File: config.mk
export PLATFORM = sky130hd
export DESIGN_NAME = ace_ccu_snoop_resp_merger
export DESIGN_NICKNAME = d
export VERILOG_FILES = /design/src/rtl/ace_pkg.sv /design/src/rtl/ace_ccu_sel_fifo.sv /design/src/rtl/ace_ccu_snoop_resp_merger.sv
export SDC_FILE = /design/constraint.sdc
export NUM_CORES = 1
export LEC_CHECK = 0
export CORE_UTILIZATION = 30
export DETAILED_ROUTE_END_ITERATION = 10
export PLACE_DENSITY = 0.56
export SETUP_SLACK_MARGIN = 0.4
export SYNTH_ARGS = -nofsm -noshare
export SYNTH_HDL_FRONTEND = slang
export SYNTH_SLANG_ARGS = --single-unit
File: constraint.sdc
create_clock -name clk_i -period 4.2 [get_ports clk_i]
set_input_delay 0.84 -clock clk_i [delete_from_list [all_inputs] [get_ports clk_i]]
set_output_delay 0.84 -clock clk_i [all_outputs]
set_load 0.03 [all_outputs]
File: src/rtl/ace_pkg.sv
// ace_pkg: CRRESP bit positions, channel types and response merge shared by the CCU snoop path
package ace_pkg;
  localparam int CR_DT  = 0;
  localparam int CR_ERR = 1;
  localparam int CR_PD  = 2;
  localparam int CR_IS  = 3;
  localparam int CR_WU  = 4;
  typedef logic [4:0] crresp_t;
  typedef struct packed {
    logic [7:0] data;
    logic       last;
  } cd_t;
  function automatic crresp_t merge_crresp(input crresp_t a, input crresp_t b);
    return a | b;
  endfunction
endpackage

File: src/rtl/ace_ccu_sel_fifo.sv
// ace_ccu_sel_fifo: first-word-fall-through FIFO holding snoop fan-out masks
module ace_ccu_sel_fifo #(
  parameter int unsigned Depth = 4,
  parameter type         T     = logic
) (
  input  logic clk_i,
  input  logic rst_i,
  input  logic push_i,
  input  T     data_i,
  input  logic pop_i,
  output T     data_o,
  output logic full_o,
  output logic empty_o
);
  localparam int unsigned AW = Depth > 1 ? $clog2(Depth) : 1;
  T mem_q [Depth];
  logic [AW-1:0] wr_q, rd_q;
  logic [AW:0] cnt_q;
  logic do_push, do_pop;
  assign full_o  = cnt_q == (AW+1)'(Depth);
  assign empty_o = cnt_q == '0;
  assign data_o  = mem_q[rd_q];
  assign do_push = push_i & ~full_o;
  assign do_pop  = pop_i & ~empty_o;
  always_ff @(posedge clk_i) begin
    if (rst_i) begin
      mem_q <= '{default: '0};
      wr_q  <= '0;
      rd_q  <= '0;
      cnt_q <= '0;
    end else begin
      if (do_push) mem_q[wr_q] <= data_i;
      if (do_push) wr_q <= wr_q == AW'(Depth-1) ? '0 : wr_q + 1'b1;
      if (do_pop) rd_q <= rd_q == AW'(Depth-1) ? '0 : rd_q + 1'b1;
      cnt_q <= cnt_q + (AW+1)'(do_push) - (AW+1)'(do_pop);
    end
  end
endmodule

File: src/rtl/ace_ccu_snoop_resp_merger.sv
// ace_ccu_snoop_resp_merger: collects per-port snoop responses, merges CRRESP, forwards one CD burst
module ace_ccu_snoop_resp_merger import ace_pkg::*; #(
  parameter int unsigned NumOup        = 2,
  parameter int unsigned SelDepth      = 4,
  parameter int unsigned DataBeats     = 4,
  parameter int unsigned TimeoutCycles = 0,
  parameter type         cr_chan_t     = crresp_t,
  parameter type         cd_chan_t     = cd_t
) (
  input  logic                    clk_i,
  input  logic                    rst_i,
  input  logic [NumOup-1:0]       sel_i,
  input  logic                    sel_valid_i,
  output logic                    sel_ready_o,
  input  logic [NumOup-1:0]       cr_valids_i,
  output logic [NumOup-1:0]       cr_readies_o,
  input  cr_chan_t [NumOup-1:0]   cr_chans_i,
  input  logic [NumOup-1:0]       cd_valids_i,
  output logic [NumOup-1:0]       cd_readies_o,
  input  cd_chan_t [NumOup-1:0]   cd_chans_i,
  output logic                    cr_valid_o,
  input  logic                    cr_ready_i,
  output cr_chan_t                cr_chan_o,
  output logic                    cd_valid_o,
  input  logic                    cd_ready_i,
  output cd_chan_t                cd_chan_o,
  output logic                    busy_o,
  output logic                    timeout_o
);
  localparam int unsigned OW = NumOup > 1 ? $clog2(NumOup) : 1;
  localparam int unsigned BW = $clog2(DataBeats + 1);
  localparam int unsigned TW = $clog2(TimeoutCycles + 2);
  localparam logic [TW-1:0] TLIM = TW'(TimeoutCycles > 0 ? TimeoutCycles - 1 : 0);
  typedef enum logic [1:0] {IDLE, COLLECT, RESP, DATA} state_e;
  state_e state_q, state_d;
  logic [NumOup-1:0] mask_q, mask_d, got_q, got_d, dt_q, dt_d, done_q, done_d;
  logic [NumOup-1:0] cr_hs, cd_hs, fifo_mask;
  logic [NumOup-1:0][BW-1:0] beat_q;
  cr_chan_t acc_q, acc_d;
  logic [OW-1:0] own;
  logic [TW-1:0] tcnt_q;
  logic timeout_q, pop, empty, full;
  ace_ccu_sel_fifo #(.Depth(SelDepth), .T(logic [NumOup-1:0])) i_sel_fifo (
    .clk_i  (clk_i),
    .rst_i  (rst_i),
    .push_i (sel_valid_i),
    .data_i (sel_i),
    .pop_i  (pop),
    .data_o (fifo_mask),
    .full_o (full),
    .empty_o(empty)
  );
  assign sel_ready_o = ~full;
  assign busy_o      = state_q != IDLE || !empty;
  assign timeout_o   = timeout_q;
  assign cr_chan_o   = state_q == RESP ? acc_q : '0;
  assign cd_chan_o   = cd_chans_i[own];
  always_comb begin
    state_d      = state_q;
    mask_d       = mask_q;
    got_d        = got_q;
    dt_d         = dt_q;
    done_d       = done_q;
    acc_d        = acc_q;
    pop          = 1'b0;
    cr_readies_o = '0;
    cd_readies_o = '0;
    cr_valid_o   = 1'b0;
    cd_valid_o   = 1'b0;
    cr_hs        = '0;
    cd_hs        = '0;
    own          = '0;
    for (int j = int'(NumOup) - 1; j >= 0; j--) if (dt_q[j]) own = OW'(j);
    case (state_q)
      IDLE: if (!empty) begin
        pop     = 1'b1;
        mask_d  = fifo_mask;
        got_d   = '0;
        dt_d    = '0;
        acc_d   = '0;
        state_d = |fifo_mask ? COLLECT : RESP;
      end
      COLLECT: begin
        cr_readies_o = mask_q & ~got_q;
        cr_hs        = cr_valids_i & cr_readies_o;
        for (int j = 0; j < int'(NumOup); j++) if (cr_hs[j]) begin
          acc_d = cr_chan_t'(merge_crresp(crresp_t'(acc_d), crresp_t'(cr_chans_i[j])));
          dt_d[j] = cr_chans_i[j][CR_DT];
        end
        got_d = got_q | cr_hs;
        if (got_d == mask_q) state_d = RESP;
      end
      RESP: begin
        cr_valid_o = 1'b1;
        if (cr_ready_i) begin
          state_d = acc_q[CR_DT] ? DATA : IDLE;
          done_d  = ~dt_q;
        end
      end
      default: begin
        for (int j = 0; j < int'(NumOup); j++)
          cd_readies_o[j] = dt_q[j] & ~done_q[j] & (OW'(j) == own ? cd_ready_i : 1'b1);
        cd_valid_o = cd_valids_i[own] & ~done_q[own];
        cd_hs      = cd_valids_i & cd_readies_o;
        for (int j = 0; j < int'(NumOup); j++) if (cd_hs[j] && cd_chans_i[j].last) done_d[j] = 1'b1;
        if (&done_d) state_d = IDLE;
      end
    endcase
  end
  always_ff @(posedge clk_i) begin
    if (rst_i) begin
      state_q   <= IDLE;
      mask_q    <= '0;
      got_q     <= '0;
      dt_q      <= '0;
      done_q    <= '0;
      acc_q     <= '0;
      beat_q    <= '0;
      tcnt_q    <= '0;
      timeout_q <= 1'b0;
    end else begin
      state_q   <= state_d;
      mask_q    <= mask_d;
      got_q     <= got_d;
      dt_q      <= dt_d;
      done_q    <= done_d;
      acc_q     <= acc_d;
      for (int j = 0; j < int'(NumOup); j++)
        if (cd_hs[j]) beat_q[j] <= cd_chans_i[j].last ? '0 : beat_q[j] + 1'b1;
      tcnt_q    <= state_q != COLLECT ? '0 : tcnt_q == TLIM ? tcnt_q : tcnt_q + 1'b1;
      timeout_q <= timeout_q | (TimeoutCycles != 0 && state_q == COLLECT && tcnt_q == TLIM);
    end
  end
  for (genvar j = 0; j < NumOup; j++) begin : g_beat_chk
    assert property (@(posedge clk_i) disable iff (rst_i)
      cd_hs[j] |-> (cd_chans_i[j].last == (beat_q[j] == BW'(DataBeats - 1))));
  end
endmodule
==> summary.txt, run 1 <==
Starting Density: 32.12%
final sum of negative setup slack: 0 ns
root buf cell: clkbuf_8
Netlist cell types: 36
Power Dens Cells: 479.7 mW/mm^2
CP Cell Sequence: clkdlybuf4s50_1 > o21ai_0 > nor3_1 > clkdlybuf4s50_1
global placer's final weighted congestion: 0.7546
vias: 1545
outcome: complete, no violations
number of port buffers: 60
worst skew pair latency: 0.28 ns
Primary FF master, synth: dfxtp_1
n_diodes: 0
Final Hold Fails: 0
WL per Instance: 12.87 microns
Max Fclk: 0.3216 GHz
design area: 0.002454 sq mm
Die Area: 0.005947 sq mm
Crit path largest cell delay: 0.69 ns
Sw Pwr: 0.4320 mW
global-route wire length before repair: 6.927 mm
Final Routed Wirelength: 4.209 mm
crit-path most repeated cell: clkdlybuf4s50_1
Simple-Gate Fraction of Synth Area: 23.21%
CTS buffer count: 5
largest family of logic cells by synthesized area: simple AND/OR/NAND/NOR gates
Post-Synth Adder-Cell Area: 6.356%
First-pass DRT Iterations: 4
grt total ovfl: 0
Die Span Y: 77.12 microns
multi-input combinational cell area: 0.001006 sq mm
kind of critical path: input pin to output port
Power Internal: 0.7451 mW
Crit-path slowest cell: clkdlybuf4s50_1
FP Rows: 26
clk slew on worst S/H paths: 0.06 ns
total power: 1.177 mW
Post-Synthesis Net Count: 244
Comb power frac: 42.3%
Tmin final: 3.110 ns
largest net degree at the start of global routing: 27
Yosys top cell by area: dfxtp_1
fin. max-slew vios: 0
post-synth top area share: 35.48%
Avg Vias per Cell: 4.725
initial antenna violation count: 0
XOR/XNOR share of the synthesized area: 1.035%
GRT Overall Usage: 14.71%
H-tree Lvls: 2
Slew Limit Headroom: 35.25%
hpwl dp: 3.174 mm
Setup Buffers After CTS: 0
multiplexer area fraction after synthesis: 14.04%
post-synthesis register bit count: 30
Setup crit end kind: output port
actual slew at the worst max-slew pin: 0.9682 ns
top post-synthesis cells by area: dfxtp_1 35%, mux2_2 6.7%, nor2_1 5.3%
complex-gate fraction of the synthesized area: 14.56%
Post-Syn Area: 0.001693 sq mm
Post-Place Cell Area: 0.002347 sq mm
cell family with most CP delay: buffers and inverters
most instantiated cells after synthesis: 30 x dfxtp_1, 24 x nor2_1, 18 x nand2_1
count leader, synth: dfxtp_1
Nets: 303
Sink Count: 30
VDD IR-drop max: 0.1639 mV
Fillers: 540
Clock Tree Buf Depth: 2
type of origin of the critical path: input pin
CORE AREA: 0.005270 sq mm
post-cts resize count: 0
Hold Crit Class: register to register
Cells after Synth: 197
Sequential Power Share: 33.9%
RSZ-0062 raised after global routing: no
post-synthesis sequential area ratio: 35.48%
Hold Buf Count CTS: 0
worst-path maximum fanout: 4
final setup vio count: 0
number of flops mapped to enable cells by yosys: 0
Synth-to-Final Area Change: 44.94%
switching share of total power: 36.70%
io pins: 62
post-route ant nets: 0
Buf/Inv on CP: 2
WP data required: 3.36 ns
Arr. time, crit path: 2.27 ns
Pleak: 0.9543 nW
Ys Warns: 0
skew final: 0.006965 ns
CTS tree: done
max-cap violation count: 0
register area: 600.6 sq um
Async S/R FF share, synth: 0%
vias in the first global route: 1489
Syn Area/Cell: 8.593 sq um
final period utilization: 74.04%
share of layout cells above drive strength 1: 8.171%
DRC: 0
1st-iter DRT viols: 46
Clock power frac: 23.8%
Die Wd: 77.12 microns
[power by group through the flow]
stage	Combinational (mW)	Sequential [mW]	Clock (mW)
floorplan	0.377	0.372	0
global placement	0.491	0.403	0
detailed placement	0.499	0.404	0
finish	0.498	0.400	0.280
CTS	0.501	0.399	0.290
global route	0.555	0.411	0.299
[cell type report]
type                            instances  share of cell area (%)
Clock buffer                            7                   3.111
Timing Repair Buffer                   60                   24.48
Sequential cell                        30                   24.48
Tap cell                               70                   3.570
Multi-Input combinational cell        145                   41.00
Inverter                               14                   2.142
Clock inverter                          1                   1.224
[stage by stage]
stage	worst slack [ns]	cells	hold WS, ns	util, %
floorplan	1.725	197	0.4373	-
finish	1.090	327	0.4667	46.56
CTS	1.076	327	0.4767	46.56
detailed placement	1.077	319	0.4616	44.54
global placement	1.088	319	0.4506	44.54
global route	0.9655	327	0.5035	46.56
[kinds of logic after synthesis]
family | count (synthesis)
AO/OA/AOI/OAI | 35
AND/OR/NAND/NOR | 79
buffers and inverters | 22
other | 1
multiplexers | 20
XOR/XNOR | 2
adder cells (fa/ha/maj) | 8
flip-flops | 30
[routing by layer]
| layer | vias up | track usage (%) | wire length (microns) |
|---|---|---|---|
| li1 | 809 | - | - |
| met1 | 683 | 19.16 | 2074 |
| met2 | 48 | 23.10 | 1825 |
| met3 | 5 | 3.810 | 246 |
| met4 | 0 | 5.660 | 63 |
| met5 | - | 0 | 0 |
[layout by cell type, fill, tap and decap left out, types with 4 or more instances in the layout]
master,n
o21ai_0,6
nor3_1,6
mux2_2,10
inv_1,14
dfxtp_1,30
a221oi_1,6
ha_1,7
clkbuf_8,5
nor2b_1,5
clkdlybuf4s50_1,60
nand2_1,18
and2_1,6
nor2_1,24
nand3_1,6
a22oi_1,4
a21oi_1,9
mux2i_1,8
[final timing paths]
check	slack, ns	depth (start not counted)	end	start
hold reg to reg	0.47	2	acc_q[3]$_SDFFE_PP0P_	acc_q[3]$_SDFFE_PP0P_
hold / removal	0.47	2	acc_q[3]$_SDFFE_PP0P_	acc_q[3]$_SDFFE_PP0P_
setup / recovery	1.09	4	cd_readies_o[1]	cd_ready_i
setup reg to reg	1.60	10	i_sel_fifo.cnt_q[2]$_SDFF_PP0_	state_q[0]$_SDFFE_PP0P_
[worst register-to-register path, delay by kind of cell (launching register included)]
kind	cells	cell delay, ns
adders and majority gates	3	0.86
DFF	1	0.60
and+or+nand+nor	3	0.50
xor gates and xnor gates	2	0.31
buffers and inverters	2	0.19
[sequential cells by signal (all words and copies together), names as in the netlist]
signal	flops
i_sel_fifo.rd_q	2
i_sel_fifo.mem_q	8
mask_q	2
got_q	2
acc_q	5
state_q	2
dt_q	2
done_q	2
i_sel_fifo.cnt_q	3
i_sel_fifo.wr_q	2
No activity file was read; power rests on OpenSTA's default activity.
==> run 2: changes to the inputs <==
--- a/config.mk
+++ b/config.mk
@@ -7,7 +7,7 @@
 export LEC_CHECK = 0
 export CORE_UTILIZATION = 30
 export DETAILED_ROUTE_END_ITERATION = 10
-export PLACE_DENSITY = 0.56
+export PLACE_DENSITY = 0.58
 export SETUP_SLACK_MARGIN = 0.4
 export SYNTH_ARGS = -nofsm -noshare
 export SYNTH_HDL_FRONTEND = slang
==> constraint.sdc (replaced) <==
create_clock -name clk_i -period 2.8 [get_ports clk_i]
set_input_delay 0.56 -clock clk_i [delete_from_list [all_inputs] [get_ports clk_i]]
set_output_delay 0.56 -clock clk_i [all_outputs]
set_load 0.03 [all_outputs]
==> summary.txt, run 2 (synthesized netlist as in run 1, its figures left out) <==
Tmin final: 2.268 ns
Hold Buf Count CTS: 0
vias in the first global route: 1538
DRC: 0
Buf/Inv on CP: 2
global-route wire length before repair: 7.155 mm
Avg Vias per Cell: 4.742
global placer's final weighted congestion: 0.7563
CORE AREA: 0.005270 sq mm
Final Routed Wirelength: 4.249 mm
Starting Density: 32.12%
hpwl dp: 3.263 mm
root buf cell: clkbuf_8
worst skew pair latency: 0.28 ns
Sink Count: 30
io pins: 62
Crit path largest cell delay: 0.43 ns
number of port buffers: 60
Die Wd: 77.12 microns
switching share of total power: 37.71%
GRT Overall Usage: 15.27%
Synth-to-Final Area Change: 47.67%
R2R cell count: 10
Clock power frac: 19.5%
max reg flops: 8
Max Fclk: 0.4410 GHz
kind of critical path: register to register
cell family with most CP delay: adder cells
H-tree Lvls: 2
Setup Buffers After CTS: 0
clk slew on worst S/H paths: 0.06 ns
critical path depth: 10
crit path to: i_sel_fifo.cnt_q[2]$_SDFF_PP0_
VDD IR-drop max: 0.3050 mV
Die Span Y: 77.12 microns
fin. max-slew vios: 0
final period utilization: 80.98%
Critical R2R Launch: i_sel_fifo.cnt_q[1]$_SDFF_PP0_
register bank with the most flops: i_sel_fifo.mem_q
initial antenna violation count: 0
vias: 1579
Final Hold Fails: 0
Arr. time, crit path: 2.44 ns
First-pass DRT Iterations: 4
n_diodes: 0
share of layout cells above drive strength 1: 13.31%
WP data required: 2.97 ns
Fillers: 544
Setup crit end kind: register
fin util: 47.44%
CTS tree: done
most common cell after layout, fill and taps aside: clkdlybuf4s50_1
Sw Pwr: 0.6607 mW
launch point of the worst path: i_sel_fifo.cnt_q[1]$_SDFF_PP0_
Hold Crit Class: register to register
Nets: 311
final setup vio count: 0
Power Internal: 1.091 mW
WL per Instance: 12.76 microns
Sequential Power Share: 33.3%
largest net degree at the start of global routing: 12
grt total ovfl: 0
worst-path maximum fanout: 5
final sum of negative setup slack: 0 ns
CP Cell Sequence: or3_4 > nand2_1 > inv_1 > ha_1 > inv_1 > ha_1 > fa_2 > xnor2_2 > xnor2_1 > nor2_1
type of origin of the critical path: register
biggest regs: i_sel_fifo.mem_q: 8 flops, acc_q: 5 flops, i_sel_fifo.cnt_q: 3 flops
Pleak: 1.118 nW
Clock Tree Buf Depth: 2
max-cap violation count: 0
outcome: complete, no violations
skew final: 0.0009548 ns
slack of the worst reg-to-reg path: 0.53 ns
r2r endpoint: i_sel_fifo.cnt_q[2]$_SDFF_PP0_
RSZ-0062 raised after global routing: no
post-route ant nets: 0
FP Rows: 26
CTS buffer count: 5
Die Area: 0.005947 sq mm
Comb power frac: 47.2%
Crit-path slowest cell: or3_4
most frequent cells in the layout: 39 x clkdlybuf4s50_1, 29 x dfxtp_1, 24 x nor2_1, 18 x nand2_1, 15 x dlygate4sd2_1
Power Dens Cells: 700.9 mW/mm^2
1st-iter DRT viols: 50
==> run 2: power by group through the flow <==
| stage | clock (mW) | combinational [mW] | sequential, mW |
|---|---|---|---|
| floorplan | 0 | 0.566 | 0.558 |
| global placement | 0 | 0.816 | 0.582 |
| detailed placement | 0 | 0.821 | 0.584 |
| CTS | 0.356 | 0.810 | 0.576 |
| global route | 0.375 | 0.928 | 0.598 |
| finish | 0.342 | 0.828 | 0.583 |
==> run 2: how the worst min path moves through the flow <==
stage                               start                     to  slack (ns)  depth (start not counted)
floorplan           acc_q[2]$_SDFFE_PP0P_  acc_q[2]$_SDFFE_PP0P_        0.44                          2
global placement    acc_q[3]$_SDFFE_PP0P_  acc_q[3]$_SDFFE_PP0P_        0.45                          2
detailed placement  acc_q[3]$_SDFFE_PP0P_  acc_q[3]$_SDFFE_PP0P_        0.46                          2
CTS                 acc_q[3]$_SDFFE_PP0P_  acc_q[3]$_SDFFE_PP0P_        0.48                          2
global route        acc_q[4]$_SDFFE_PP0P_  acc_q[4]$_SDFFE_PP0P_        0.52                          2
finish              acc_q[3]$_SDFFE_PP0P_  acc_q[3]$_SDFFE_PP0P_        0.47                          2
==> run 2: cell type report <==
type                       instances  area (sq um)  share of cell area, %
clock buffer                       6         82.58                  3.303
inverter                          14         52.55                  2.102
multi-input combinational        145          1026                  41.04
sequential                        30         601.8                  24.07
tap                               70         87.58                  3.504
timing repair buffer              68         649.4                  25.98
==> run 2: repair_timing <==
| item | in CTS | in global routing |
|---|---|---|
| setup endpoints to repair | 21 | 8 |
| gates resized for setup | 18 | 12 |
| hold endpoints to repair | 0 | 0 |
==> run 2: per-layer routing <==
layer,wire [microns],track usage (%),vias up,part of all wire [%]
met3,230,4.048,7,5.4
met4,75,7.358,0,1.8
met2,1762,22.83,50,41
met5,0,0,-,0
met1,2181,20.16,701,51
li1,-,-,821,-
==> run 2: worst register-to-register path, stage by stage (launching register included) <==
cell     delay [ns]
dfxtp_1        0.35
or3_4          0.43
nand2_1        0.10
inv_1          0.09
ha_1           0.29
inv_1          0.04
ha_1           0.18
fa_2           0.35
xnor2_2        0.14
xnor2_1        0.13
nor2_1         0.05
==> run 2: per-stage QoR <==
stage / instance area (sq um) / instances / hold slack, ns / setup WS, ns / power (mW)
after floorplan: 1693 / 197 / 0.4373 / 0.4714 / 1.124
after global placement: 2407 / 327 / 0.4546 / 0.2464 / 1.398
after detailed placement: 2407 / 327 / 0.4597 / 0.2602 / 1.405
after CTS: 2475 / 333 / 0.4763 / 0.2704 / 1.742
after global routing: 2500 / 333 / 0.5235 / 0.4039 / 1.902
final: 2500 / 333 / 0.4693 / 0.5325 / 1.752
